`config.mk`:
```
export PLATFORM = sky130hd
export DESIGN_NAME = fetch_ctrl_flat
export DESIGN_NICKNAME = d
export VERILOG_FILES = /design/src/rtl/fetch_ctrl_if.sv /design/src/rtl/fetch_ctrl.sv /design/src/flat_wrapper.sv
export SDC_FILE = /design/constraint.sdc
export NUM_CORES = 1
export LEC_CHECK = 0
export BUFFER_PORTS_ARGS = -buffer_cell sky130_fd_sc_hd__buf_2
export CAP_MARGIN = 30
export CORE_MARGIN = 2
export CORE_UTILIZATION = 45
export DETAILED_ROUTE_END_ITERATION = 10
export GPL_ROUTABILITY_DRIVEN = 0
export GPL_TIMING_DRIVEN = 1
export PLACE_DENSITY = 0.71
export SYNTH_ARGS = -nofsm -noshare
export SYNTH_HDL_FRONTEND = slang
export SYNTH_SLANG_ARGS = --single-unit
export TNS_END_PERCENT = 30
```
`constraint.sdc`:
```
create_clock -name Clk -period 2.95 [get_ports Clk]
set_clock_uncertainty 0.2 [all_clocks]
set_input_delay 0 -clock Clk [delete_from_list [all_inputs] [get_ports Clk]]
set_output_delay 0 -clock Clk [all_outputs]
set_load 0.01 [all_outputs]
```
`src/rtl/fetch_ctrl_if.sv`:
```
// fetch_ctrl_if: harness/ROM-side bundle for the fetch controller.
// master = harness + ROM side, slave = fetch_ctrl.
interface fetch_ctrl_if #(
   parameter int CNT_W = 16
);
   logic             start;
   logic [1:0]       task_sel;
   logic [19:0]      inst;
   logic             cmp_en;
   logic             flag_eq;
   logic             flag_lt;
   logic             flag_gt;
   logic [8:0]       iptr;
   logic             running;
   logic             done;
   logic [CNT_W-1:0] cycle_cnt;

   modport master (
      output start, task_sel, inst,
      output cmp_en, flag_eq, flag_lt, flag_gt,
      input  iptr, running, done, cycle_cnt
   );

   modport slave (
      input  start, task_sel, inst,
      input  cmp_en, flag_eq, flag_lt, flag_gt,
      output iptr, running, done, cycle_cnt
   );
endinterface

```
`src/rtl/fetch_ctrl.sv`:
```
// fetch_ctrl: PC / fetch controller with PC-relative branches,
// a registered compare-flag set and a saturating cycle counter.
module fetch_ctrl #(
   parameter logic [8:0] START0 = 9'd1,
   parameter logic [8:0] START1 = 9'd25,
   parameter logic [8:0] START2 = 9'd42,
   parameter int         CNT_W  = 16
) (
   input  logic       Clk,
   input  logic       Reset,
   fetch_ctrl_if.slave bus
);
   localparam logic [1:0] S_IDLE = 2'd0;
   localparam logic [1:0] S_RUN  = 2'd1;
   localparam logic [1:0] S_DONE = 2'd2;

   localparam logic [4:0] OP_BE   = 5'b00111;
   localparam logic [4:0] OP_BL   = 5'b01000;
   localparam logic [4:0] OP_BG   = 5'b01001;
   localparam logic [4:0] OP_BA   = 5'b01010;
   localparam logic [4:0] OP_DONE = 5'b01110;

   logic [1:0]       st_q, st_d;
   logic [8:0]       iptr_q, iptr_d;
   logic [CNT_W-1:0] cnt_q, cnt_d;
   logic [2:0]       flg_q, flg_d;
   logic [4:0]       op;
   logic             taken;
   logic [8:0]       entry;

   assign op = bus.inst[19:15];

   // Branch resolution against the registered {eq,lt,gt} flags
   always_comb begin
      taken = 1'b0;
      case (op)
         OP_BE:   taken = flg_q[2];
         OP_BL:   taken = flg_q[1];
         OP_BG:   taken = flg_q[0];
         OP_BA:   taken = 1'b1;
         default: taken = 1'b0;
      endcase
   end

   // Entry address selected by task_sel
   always_comb begin
      entry = 9'd0;
      case (bus.task_sel)
         2'd0:    entry = START0;
         2'd1:    entry = START1;
         2'd2:    entry = START2;
         default: entry = 9'd0;
      endcase
   end

   // Next-state: launch from IDLE/DONE, step or branch in RUN
   always_comb begin
      st_d   = st_q;
      iptr_d = iptr_q;
      cnt_d  = cnt_q;
      flg_d  = flg_q;
      case (st_q)
         S_RUN: begin
            if (op == OP_DONE) begin
               st_d = S_DONE;
            end else if (taken) begin
               // Mod-512 add: only the low 9 offset bits matter
               iptr_d = 9'(iptr_q + bus.inst[14:0]);
            end else begin
               iptr_d = iptr_q + 9'd1;
            end
            if (cnt_q != '1) begin
               cnt_d = cnt_q + 1'b1;
            end
            if (bus.cmp_en) begin
               flg_d = {bus.flag_eq, bus.flag_lt, bus.flag_gt};
            end
         end
         default: begin
            if (bus.start) begin
               st_d   = S_RUN;
               iptr_d = entry;
               cnt_d  = '0;
               flg_d  = 3'b000;
            end
         end
      endcase
   end

   // State registers with synchronous reset
   always_ff @(posedge Clk) begin
      if (Reset) begin
         st_q   <= S_IDLE;
         iptr_q <= 9'd0;
         cnt_q  <= '0;
         flg_q  <= 3'b000;
      end else begin
         st_q   <= st_d;
         iptr_q <= iptr_d;
         cnt_q  <= cnt_d;
         flg_q  <= flg_d;
      end
   end

   assign bus.iptr      = iptr_q;
   assign bus.running   = (st_q == S_RUN);
   assign bus.done      = (st_q == S_DONE);
   assign bus.cycle_cnt = cnt_q;
endmodule

```
`src/flat_wrapper.sv`:
```
// flat-port wrapper written by rule: the top's interface ports become plain ports
module fetch_ctrl_flat 
#(
   parameter logic [8:0] START0 = 9'd1,
   parameter logic [8:0] START1 = 9'd25,
   parameter logic [8:0] START2 = 9'd42,
   parameter int         CNT_W  = 16
)
  (Clk, Reset, bus_start, bus_task_sel, bus_inst, bus_cmp_en, bus_flag_eq, bus_flag_lt, bus_flag_gt, bus_iptr, bus_running, bus_done, bus_cycle_cnt);
  fetch_ctrl_if #(.CNT_W(CNT_W)) bus_i ();
  input  logic Clk;
  input  logic Reset;
  input wire logic [$bits(bus_i.start)-1:0] bus_start;
  input wire logic [$bits(bus_i.task_sel)-1:0] bus_task_sel;
  input wire logic [$bits(bus_i.inst)-1:0] bus_inst;
  input wire logic [$bits(bus_i.cmp_en)-1:0] bus_cmp_en;
  input wire logic [$bits(bus_i.flag_eq)-1:0] bus_flag_eq;
  input wire logic [$bits(bus_i.flag_lt)-1:0] bus_flag_lt;
  input wire logic [$bits(bus_i.flag_gt)-1:0] bus_flag_gt;
  output wire logic [$bits(bus_i.iptr)-1:0] bus_iptr;
  output wire logic [$bits(bus_i.running)-1:0] bus_running;
  output wire logic [$bits(bus_i.done)-1:0] bus_done;
  output wire logic [$bits(bus_i.cycle_cnt)-1:0] bus_cycle_cnt;
  assign bus_i.start = bus_start;
  assign bus_i.task_sel = bus_task_sel;
  assign bus_i.inst = bus_inst;
  assign bus_i.cmp_en = bus_cmp_en;
  assign bus_i.flag_eq = bus_flag_eq;
  assign bus_i.flag_lt = bus_flag_lt;
  assign bus_i.flag_gt = bus_flag_gt;
  assign bus_iptr = bus_i.iptr;
  assign bus_running = bus_i.running;
  assign bus_done = bus_i.done;
  assign bus_cycle_cnt = bus_i.cycle_cnt;
  fetch_ctrl #(.START0(START0), .START1(START1), .START2(START2), .CNT_W(CNT_W)) u_core (.Clk(Clk), .Reset(Reset), .bus(bus_i));
endmodule
```
==> results by group, run 1 <==
Power
  • Pint: 0.000718 W
  • Tot Pwr: between 0.0009 and 0.001 W
  • PwrDens: between 400 and 500 nW/um^2
  • VDD IR-drop max: roughly 320 uV
  • Part of the power in combinational logic: 0.154
  • Sequential Power Share: 0.445
  • Sw Share: 0.257
  • Sw power: 0.000249 W
  • Clk network pwr share: 0.401
  • Leak: ~1.1 nW

Worst setup path
  • CP max stage delay: roughly 0.39 ns
  • Most Frequent Cell on Critical Path: nor2_1
  • CP Class: register to register
  • FF-to-FF End: u_core.bus.iptr[8]
  • Crit-path leading delay family: compound AO/OA/AOI/OAI gates
  • Crit-path cells: nor2_1 -> nor2_1 -> o221a_2 -> nand2b_1 -> ha_1 -> inv_1 -> fa_1 -> nor2b_2 -> o31a_1 -> o22ai_2 -> xor2_1 -> a21oi_1 -> o21ba_1
  • CP max-delay cell: fa_1
  • R2R Path Start: u_core.flg_q[1]
  • Worst Path Max Fanout: 8
  • Worst path required time: a little under 3 ns
  • Crit. End Element: register
  • Worst path bufs/invs: 1
  • R2r setup slk: about 0.18 ns
  • Critical Path AT: roughly 2.7 ns
  • Worst Reg-to-Reg Cells: 13
  • CP Launch Type: register

Final layout
  • Number of diodes: 0
  • Util after Layout: 0.590
  • Layout area overhead: 26.0%
  • Fillers: 370
  • Share of layout cells above drive strength 1: 0.246
  • Most common cell after layout, fill and taps aside: buf_2
  • Most frequent cells in the layout: 49 x buf_2, 39 x nor2_1, 30 x dfxtp_1, 14 x a21oi_1, 14 x ha_1
  • Fin nets: between 300 and 400

Hold path
  • Hold depth: 5
  • Hold Crit Endpoint: u_core.st_q[1]
  • Min-delay worst type: input port to register
  • Min-delay src: bus_inst[16]

Synthesis
  • FFs w/ async S/R, synth: 0
  • Yosys cell types: 45
  • Synth Area per Inst: ~8.2 um^2
  • Syn_nets: 272
  • Netlist Area Pre-Place: between 1500 and 2000 um^2
  • EDFF count, synth: 0
  • Synth Flop Type: dfxtp_1
  • Register area share after synthesis: 0.320
  • Synth Warn #: 0
  • Post-Syn Instances: around 230
  • #FFs+latches synth: 30

Place
  • IO buf count: just under 50
  • Final HPWL DP: about 3300 um

Timing
  • FMAX: around 360 MHz
  • Worst slew pin tran: 0.598 ns
  • Fin crit share: 0.938
  • Total negative setup slack: 0 ns
  • Final Hold Fails: 0
  • Fin. max-slew vios: 0
  • Min cycle time layout: ~2.8 ns
  • RSZ-0062 raised after global routing: true
  • Relative slew slack: 0.600
  • Final setup fails: 0

Detailed routing
  • Initial DRC count: a little under 90
  • DRT Pass-1 Iters: 4
  • Final ANT Viol Nets: 0
  • DR WL/cell: ~13 um
  • Routed vias: 1,856
  • Residual DRC: 0
  • Routed wire length: between 4000 and 5000 um
  • Via/cell ratio: between 5 and 6

Outcome
  • Run status: finished clean

Die
  • Die width: a little under 70 um
  • Io pins: 56
  • Row Count: 23
  • Die area: ~4700 um^2
  • Core area: about 4000 um^2
  • Initial Util: 0.469
  • Die Height: roughly 69 um

Clocking
  • TritonCTS Sinks: 30
  • CTS buffer count: 5
  • CTS tree: yes
  • Reg clk slew, reported paths: around 0.070 ns
  • CTS root buf: clkbuf_8
  • Worst-Skew Late Latency: between 0.2 and 0.3 ns
  • H-tree levels: 2
  • Max Root-Sink Buffers: 2

Global route
  • GRT Total Usage: 0.206
  • Initial antenna violation count: 0
  • Largest net degree at the start of global routing: 31
  • GRT overflow: 0
  • Vias in the first global route: ~1,700
  • First-pass GRT wire length: 7300 um

Run
  • MaxCap Viol Count: 0
==> worst min-delay path, cell delays in order <==
cell and delay (ns):
buf_2 0.12, nand4_1 0.10, nor2_1 0.08, a21oi_1 0.11, nor2_1 0.04
==> synthesized netlist by cell type, types with 3 or more instances <==
library cell,instances,area [um^2]
nor2_1,39,146
dfxtp_1,30,601
a21oi_1,14,70.1
ha_1,14,175
nor3_1,12,60.1
inv_1,10,37.5
nand2_1,10,37.5
nand3_1,10,50.1
xor2_1,9,78.8
and2_1,7,43.8
nand2b_1,7,43.8
nand4_1,5,31.3
nor2b_1,5,31.3
o21ai_0,5,25.0
a311oi_1,4,35.0
o211ai_1,4,30.0
o21a_1,4,30.0
a32oi_1,3,26.3
clkbuf_1,3,11.3
o221a_2,3,33.8
==> power groups by stage <==
stage	sequential, W	combinational, W	clock (W)
global placement	0.000439	0.000136	0
finish	0.000431	0.000149	0.000388
global route	0.000432	0.000167	0.000415
floorplan	0.000443	0.0000864	0
detailed placement	0.000439	0.000138	0
CTS	0.000430	0.000148	0.000398
==> worst max path at each step <==
stage	slack [ns]	endpoint	from	cells after the start
2_1_floorplan	0.43	u_core.bus.iptr[8]	u_core.flg_q[1]	13
3_3_place_gp	0.22	u_core.bus.iptr[8]	u_core.flg_q[1]	13
3_5_place_dp	0.19	u_core.bus.iptr[8]	u_core.flg_q[1]	13
4_1_cts	0.17	u_core.bus.iptr[8]	u_core.flg_q[1]	13
5_1_grt	-0.02	u_core.bus.iptr[8]	u_core.flg_q[1]	13
6_report	0.18	u_core.bus.iptr[8]	u_core.flg_q[1]	13
==> kinds of logic (layout without fill, tap and decap cells) <==
kind of cell	count (synthesis)	after routing	share of synthesized area
AO/OA/AOI/OAI	54	54	0.218
XOR/XNOR	10	10	0.0467
adder cells (fa/ha/maj)	15	15	0.104
buffers and inverters	16	77	0.0387
flip-flops	30	30	0.320
AND/OR/NAND/NOR	103	103	0.272
==> sequential cells by signal, indices dropped and copies added (netlist names) <==
name,cells
u_core.st_q,2
u_core.flg_q,3
u_core.bus.cycle_cnt,16
u_core.bus.iptr,9
==> layout make-up <==
class                   count  area [um^2]  share of cell area
repair buffers             58          335               0.142
multi-input cells         182         1210               0.511
clock buffers               8          110              0.0466
flip-flops and latches     30          601               0.254
inverters                  11         46.3              0.0196
well taps                  50         62.6              0.0265
==> per-layer routing <==
layer,global-route usage,vias up,share of wire
met5,0,-,0
met4,0.0825,0,0.013
met3,0.0422,6,0.055
met2,0.347,56,0.48
met1,0.254,850,0.46
li1,-,944,-
==> timing repair <==
action,CTS,global route
gates resized for setup,0,2
setup endpoints to repair,0,2
setup buffers,0,0
hold endpoints to repair,7,0
hold buffers,9,0
==> stage by stage <==
stage               instance area [um^2]  hold WS [ns]  std cells  setup WS [ns]
global route                        2360        0.0390        339        -0.0224
CTS                                 2360       0.00668        339          0.171
detailed placement                  2160        0.0734        322          0.187
floorplan                           1870       -0.0377        228          0.427
global placement                    2160        0.0599        322          0.221
finish                              2360        0.0217        339          0.182
Note: power is estimated with default switching activity, not from simulation.
==> run 2, diff against run 1 <==
--- a/config.mk
+++ b/config.mk
@@ -5,6 +5,7 @@
 export SDC_FILE = /design/constraint.sdc
 export NUM_CORES = 1
 export LEC_CHECK = 0
+export ABC_AREA = 1
 export BUFFER_PORTS_ARGS = -buffer_cell sky130_fd_sc_hd__buf_2
 export CAP_MARGIN = 30
 export CORE_MARGIN = 2
@@ -12,7 +13,8 @@
 export DETAILED_ROUTE_END_ITERATION = 10
 export GPL_ROUTABILITY_DRIVEN = 0
 export GPL_TIMING_DRIVEN = 1
-export PLACE_DENSITY = 0.71
+export PLACE_DENSITY = 0.7
+export SETUP_SLACK_MARGIN = 0.4
 export SYNTH_ARGS = -nofsm -noshare
 export SYNTH_HDL_FRONTEND = slang
 export SYNTH_SLANG_ARGS = --single-unit
==> constraint.sdc (replaced) <==
create_clock -name Clk -period 3.3 [get_ports Clk]
set_clock_uncertainty 0.2 [all_clocks]
set_input_delay 0 -clock Clk [delete_from_list [all_inputs] [get_ports Clk]]
set_output_delay 0 -clock Clk [all_outputs]
set_load 0.01 [all_outputs]
==> results by group, run 2 <==
Outcome
  • Run status: finished clean

Synthesis
  • Register area share after synthesis: 0.301 (-0.0191)
  • Largest area contributor in the synthesized netlist: dfxtp_1
  • Synth top area share: 0.301 (-0.0191)
  • Yosys cell types: 34 (-24%)
  • Syn_nets: 341 (+25%)
  • Synth Area per Inst: 6.71 um^2 (-18%)
  • EDFF count, synth: 0 (unchanged)
  • Most frequent cell after synthesis: nand2_1
  • Post-Syn Instances: 297 (+30%)
  • FFs w/ async S/R, synth: 0 (unchanged)
  • Synth Flop Type: dfxtp_1
  • Netlist Area Pre-Place: 1990 um^2 (+6.3%)
  • Synth Warn #: 0 (unchanged)
  • Commonest cells post-synth: 74 x nand2_1, 39 x inv_1, 35 x a21oi_1
  • #FFs+latches synth: 30 (unchanged)
  • Synth area leaders: dfxtp_1 30%, nand2_1 14%, a21oi_1 8.8%, ha_1 8.8%, inv_1 7.3%

Timing
  • Fin crit share: 0.787 (-0.151)
  • RSZ-0062 raised after global routing: false
  • Relative slew slack: 0.729 (+0.129)
  • Fin. max-slew vios: 0 (unchanged)
  • FMAX: 385 MHz (+6.6%)
  • Hold Worst Slack: 0.00810 ns (-0.0136 ns)
  • Worst Setup Slack, final: 0.703 ns (+0.521 ns)
  • Min cycle time layout: 2.60 ns (-0.171 ns)
  • Final setup fails: 0 (unchanged)
  • Worst slew pin tran: 0.403 ns (-0.195 ns)
  • Total negative setup slack: 0 ns (unchanged)
  • Final Hold Fails: 0 (unchanged)

Final layout
  • Area occupied by multi-input gates: 1220 um^2 (+1.2%)
  • Share of layout cells above drive strength 1: 0.207 (-0.0386)
  • Fillers: 434 (+17%)
  • Number of diodes: 0 (unchanged)
  • Fin nets: 411 (+24%)
  • Post-Layout Inst Area: 2550 um^2 (+8.1%)
  • Layout area overhead: 28.0%
  • Most frequent cells in the layout: 73 x nand2_1, 49 x buf_2, 39 x inv_1, 35 x a21oi_1, 30 x dfxtp_1
  • FF+latch area: 601 um^2 (unchanged)
  • Max reg flops: 16 (unchanged)
  • Most common cell after layout, fill and taps aside: nand2_1

Hold path
  • Hold Crit Endpoint: u_core.bus.iptr[0]
  • Hold depth: 5 (unchanged)
  • Min-delay src: bus_inst[0]
  • Min-delay worst type: input port to register

Detailed routing
  • Routed vias: 2,104 (+13%)
  • DR WL/cell: 11.8 um (-12%)
  • DRT Pass-1 Iters: 4 (unchanged)
  • Routed wire length: 4930 um (+8.7%)
  • Initial DRC count: 58 (-35%)
  • Residual DRC: 0 (unchanged)
  • Via/cell ratio: 5.02 (-8.3%)
  • Final ANT Viol Nets: 0 (unchanged)

Place
  • DP Worst Slack: 0.618 ns (+0.431 ns)
  • IO buf count: 49 (unchanged)
  • Final HPWL DP: 3400 um (+3.2%)
  • Placed inst area: 2280 um^2 (+6.0%)

Run
  • MaxCap Viol Count: 0 (unchanged)

Clocking
  • Max Root-Sink Buffers: 2 (unchanged)
  • CTS tree: yes
  • TritonCTS Sinks: 30 (unchanged)
  • H-tree levels: 2 (unchanged)
  • CTS root buf: clkbuf_8
  • Reg clk slew, reported paths: 0.06 ns (about the same)
  • CTS buffer count: 5 (unchanged)
  • Worst-Skew Late Latency: 0.29 ns (+0.02 ns)

Die
  • Core area: 4320 um^2 (+8.1%)
  • Die width: 70.6 um (+2.9%)
  • Die Height: 70.6 um (+2.9%)
  • Initial Util: 0.461 (-0.00763)
  • Io pins: 56 (unchanged)
  • Die area: 4980 um^2 (+6.0%)
  • Row Count: 24 (+4.3%)

Power
  • VDD IR-drop max: 237 uV (-25%)
  • Leak: 1.26 nW (+19%)
  • PwrDens: 318 nW/um^2 (-22%)
  • Tot Pwr: 0.000811 W (-16%)

Worst setup path
  • Crit-path leading delay family: simple AND/OR/NAND/NOR gates
  • CP max stage delay: 0.36 ns (-0.03 ns)
  • Worst path bufs/invs: 2 (+1)
  • Worst path required time: 3.26 ns (+0.34 ns)
  • R2r setup slk: 0.70 ns (+0.52 ns)
  • FF-to-FF End: u_core.bus.iptr[6]
  • CP Class: register to register
  • Worst Path Max Fanout: 8 (unchanged)
  • Worst Reg-to-Reg Cells: 16 (+3)
  • Most Frequent Cell on Critical Path: nor2_1
  • Critical Path AT: 2.56 ns (-0.18 ns)
  • CP Launch Type: register
  • Crit-path cells: nor2_1 -> nor2_1 -> nor2_1 -> nor2_2 -> nand2_4 -> or2_2 -> ha_1 -> inv_1 -> fa_1 -> inv_1 -> nand3_1 -> nand2_1 -> a31oi_1 -> or2_2 -> nand3_1 -> a21oi_1
  • R2R Path Start: u_core.flg_q[1]
  • Crit. End Element: register
  • CP max-delay cell: fa_1

Global route
  • Initial antenna violation count: 0 (unchanged)
  • GRT Total Usage: 0.211 (+0.00564)
  • Largest net degree at the start of global routing: 21 (-32%)
  • First-pass GRT wire length: 8590 um (+18%)
  • Vias in the first global route: 2,013 (+22%)
  • GRT overflow: 0 (unchanged)
run 2: layout make-up:
type | instances | area share
Timing Repair Buffer | 67 | 0.167
Tap cell | 52 | 0.0255
Sequential cell | 30 | 0.235
Clock buffer | 7 | 0.0299
Inverter | 42 | 0.0638
Multi-Input combinational cell | 221 | 0.479
run 2: repair_timing:
action,CTS,global route
buffers inserted,0,0
setup endpoints to repair,0,3
hold buffers,18,0
endpoints found under the hold margin,19,0
resized for setup,0,3
run 2: per-stage QoR:
step / instances / util
2_1_floorplan: 297 / -
3_3_place_gp: 394 / 0.528
3_5_place_dp: 394 / 0.528
4_1_cts: 419 / 0.588
5_1_grt: 419 / 0.590
6_report: 419 / 0.590
run 2: cells by family (layout without fill, tap and decap cells):
| kind of cell | after synthesis | count (layout) | synth area share |
|---|---|---|---|
| adder cells (fa/ha/maj) | 15 | 15 | 0.0979 |
| AO/OA/AOI/OAI | 59 | 59 | 0.163 |
| AND/OR/NAND/NOR | 143 | 143 | 0.329 |
| buffers and inverters | 46 | 116 | 0.0910 |
| XOR/XNOR | 4 | 4 | 0.0176 |
| flip-flops | 30 | 30 | 0.301 |
run 2: power breakdown:
group	switching [W]	internal, W
combinational	0.0000887	0.0000618
clock	0.000131	0.000145
sequential	0.00000977	0.000374
run 2: worst register-to-register path, stage by stage (launching register included):
cell and delay [ns]:
dfxtp_1 0.32, nor2_1 0.11, nor2_1 0.05, nor2_1 0.13, nor2_2 0.08, nand2_4 0.11
or2_2 0.12, ha_1 0.15, inv_1 0.06, fa_1 0.36, inv_1 0.09, nand3_1 0.07
nand2_1 0.12, a31oi_1 0.11, or2_2 0.28, nand3_1 0.07, a21oi_1 0.06
run 2: worst max path at each step:
stage | startpoint | to | slack (ns) | cells after the start
floorplan | u_core.flg_q[1] | u_core.bus.iptr[6] | 0.89 | 16
global placement | u_core.flg_q[1] | u_core.bus.iptr[6] | 0.67 | 16
detailed placement | u_core.flg_q[1] | u_core.bus.iptr[6] | 0.62 | 16
CTS | bus_inst[19] | u_core.bus.iptr[8] | 0.59 | 18
global route | bus_inst[19] | u_core.bus.iptr[8] | 0.41 | 18
finish | u_core.flg_q[1] | u_core.bus.iptr[6] | 0.70 | 16
run 2: per-layer routing:
metal	global-route usage	share of wire	up-vias
li1	-	-	1103
met1	0.253	0.45	946
met2	0.374	0.49	46
met3	0.0399	0.042	9
met4	0.0839	0.021	0
met5	0	0	-
==> run 3, diff against run 2 <==
==> constraint.sdc (replaced) <==
create_clock -name Clk -period 2.72 [get_ports Clk]
set_clock_uncertainty 0.2 [all_clocks]
set_input_delay 0 -clock Clk [delete_from_list [all_inputs] [get_ports Clk]]
set_output_delay 0 -clock Clk [all_outputs]
set_load 0.01 [all_outputs]
==> results by group, run 3 (synthesis gave the netlist of run 2 again) <==
Final layout
  • Max reg flops: 16 (unchanged)
  • Post-Layout Inst Area: 2690 um^2 (+5.3%)
  • Share of layout cells above drive strength 1: 0.287 (+0.0798)
  • Most common cell after layout, fill and taps aside: nand2_1
  • Number of diodes: 0 (unchanged)
  • Fin nets: 416 (+1.2%)
  • Most frequent cells in the layout: 69 x nand2_1, 49 x buf_2, 37 x inv_1, 30 x a21oi_1, 29 x dfxtp_1
  • Layout area overhead: 34.8%

Detailed routing
  • Routed wire length: 5020 um (+1.8%)
  • DR WL/cell: 11.8 um (+0.35%)
  • Final ANT Viol Nets: 0 (unchanged)
  • Routed vias: 2,141 (+1.8%)
  • Initial DRC count: 72 (+24%)
  • Residual DRC: 0 (unchanged)
  • DRT Pass-1 Iters: 4 (unchanged)
  • Via/cell ratio: 5.04 (+0.32%)

Power
  • Sw power: 0.000295 W (+28%)
  • Sequential Power Share: 0.450 (-0.024)
  • Pint: 0.000742 W (+28%)
  • Part of the power in combinational logic: 0.193 (+0.007)
  • Leak: 1.29 nW (+1.9%)
  • PwrDens: 386 nW/um^2 (+21%)
  • Sw Share: 0.284 (+0.000592)
  • VDD IR-drop max: 267 uV (+13%)
  • Clk network pwr share: 0.357 (+0.016)

Worst setup path
  • Crit. End Element: register
  • CP Launch Type: register
  • Critical Path AT: 2.31 ns (-0.25 ns)
  • CP max stage delay: 0.34 ns (-0.02 ns)
  • Worst path bufs/invs: 2 (unchanged)
  • Crit-path cells: nor2_1 -> nor2_1 -> nor2_2 -> nor2_4 -> nand2_4 -> or2_4 -> ha_4 -> inv_2 -> fa_2 -> inv_2 -> nand3_2 -> nand2_2 -> a31oi_2 -> or2_4 -> nand3_2 -> a21oi_1
  • Worst path required time: 2.67 ns (-0.59 ns)
  • Crit-path leading delay family: simple AND/OR/NAND/NOR gates
  • CP max-delay cell: fa_2
  • Worst Path Max Fanout: 4 (-4)
  • CP Class: register to register

Global route
  • GRT overflow: 0 (unchanged)
  • Initial antenna violation count: 0 (unchanged)
  • GRT Total Usage: 0.204 (-0.00690)
  • First-pass GRT wire length: 8330 um (-3.1%)
  • Vias in the first global route: 1,990 (-1.1%)
  • Largest net degree at the start of global routing: 21 (unchanged)

Clocking
  • Max Root-Sink Buffers: 2 (unchanged)
  • Reg clk slew, reported paths: 0.06 ns (about the same)
  • TritonCTS Sinks: 30 (unchanged)
  • CTS root buf: clkbuf_8
  • H-tree levels: 2 (unchanged)
  • CTS buffer count: 5 (unchanged)
  • CTS tree: yes
  • Worst-Skew Late Latency: 0.28 ns (about the same)

Die
  • Initial Util: 0.461 (unchanged)
  • Die area: 4980 um^2 (unchanged)
  • Die width: 70.6 um (unchanged)
  • Core area: 4320 um^2 (unchanged)
  • Row Count: 24 (unchanged)
  • Io pins: 56 (unchanged)
  • Die Height: 70.6 um (unchanged)

Hold path
  • Min-delay worst type: input port to register

Timing
  • FMAX: 423 MHz (+10%)
  • Final setup fails: 0 (unchanged)
  • RSZ-0062 raised after global routing: true
  • Final Hold Fails: 0 (unchanged)
  • Min cycle time layout: 2.36 ns (-0.235 ns)
  • Total negative setup slack: 0 ns (unchanged)
  • Worst slew pin tran: 0.430 ns (+0.0264 ns)
  • Relative slew slack: 0.711 (-0.0177)
  • Fin. max-slew vios: 0 (unchanged)
  • Fin crit share: 0.868 (+0.0814)

Place
  • Placed inst area: 2310 um^2 (+1.1%)
  • IO buf count: 49 (unchanged)
  • Final HPWL DP: 3430 um (+1.1%)

Run
  • MaxCap Viol Count: 0 (unchanged)

Outcome
  • Run status: finished clean
[run 3: cell count changes in the layout (fill, tap and decap cells not counted), sizes merged]
cell | previous run | this run
dlygate4sd3 | 18 | 16
buf | 49 | 56
clkinv | 1 | 2
[run 3: metal layers]
| layer | up-vias | GRT usage | wire (um) |
|---|---|---|---|
| met5 | - | 0 | 0 |
| met4 | 0 | 0.0755 | 104 |
| met3 | 11 | 0.0399 | 201 |
| met2 | 49 | 0.372 | 2500 |
| met1 | 966 | 0.238 | 2220 |
| li1 | 1115 | - | - |
[run 3: final timing paths]
path	from	end	cells past startpoint	slack (ns)
min	bus_inst[0]	u_core.bus.iptr[0]	5	0.04
max	u_core.flg_q[1]	u_core.bus.iptr[6]	16	0.36
max reg2reg	u_core.flg_q[1]	u_core.bus.iptr[6]	16	0.36
min reg2reg	u_core.flg_q[2]	u_core.flg_q[2]	2	0.26
[run 3: final cells by class]
cell class / count / area, um^2
clock buffer: 7 / 86.3
clock inverter: 1 / 5.00
fill: 420 / 1640
inverter: 42 / 163
multi-input combinational: 221 / 1310
sequential: 30 / 602
tap: 52 / 65.1
timing repair buffer: 72 / 458
[run 3: worst min-delay path: cells and delay by family]
family	cells	cell delay [ns]
buffers and inverters	1	0.08
and+or+nand+nor	2	0.15
adders and majority gates	1	0.11
AOI/OAI and AO/OA	1	0.14
[run 3: power by group through the flow]
stage	combinational [W]	sequential, W	clock (W)
floorplan	0.000104	0.000480	0
global placement	0.000163	0.000476	0
detailed placement	0.000165	0.000476	0
CTS	0.000189	0.000466	0.000376
global route	0.000224	0.000469	0.000393
finish	0.000200	0.000467	0.000370
[run 3: repair_timing]
item / in CTS / in global routing
endpoints found under the setup margin: 4 / 8
cloned: 0 / 0
hold endpoints to repair: 19 / 0
pin swaps: 4 / 15
buffers inserted: 4 / 3
resized for setup: 8 / 16
hold buffers: 16 / 0
[run 3: per-stage QoR]
| step | std cells | power [W] | setup slack, ns | hold WS (ns) | utilization |
|---|---|---|---|---|---|
| 2_1_floorplan | 297 | 0.000584 | 0.414 | -0.0667 | - |
| 3_3_place_gp | 394 | 0.000639 | 0.231 | 0.0465 | 0.534 |
| 3_5_place_dp | 394 | 0.000641 | 0.194 | 0.0434 | 0.534 |
| 4_1_cts | 422 | 0.00103 | 0.373 | 0.0371 | 0.605 |
| 5_1_grt | 425 | 0.00109 | 0.217 | 0.0792 | 0.622 |
| 6_report | 425 | 0.00104 | 0.358 | 0.0368 | 0.622 |
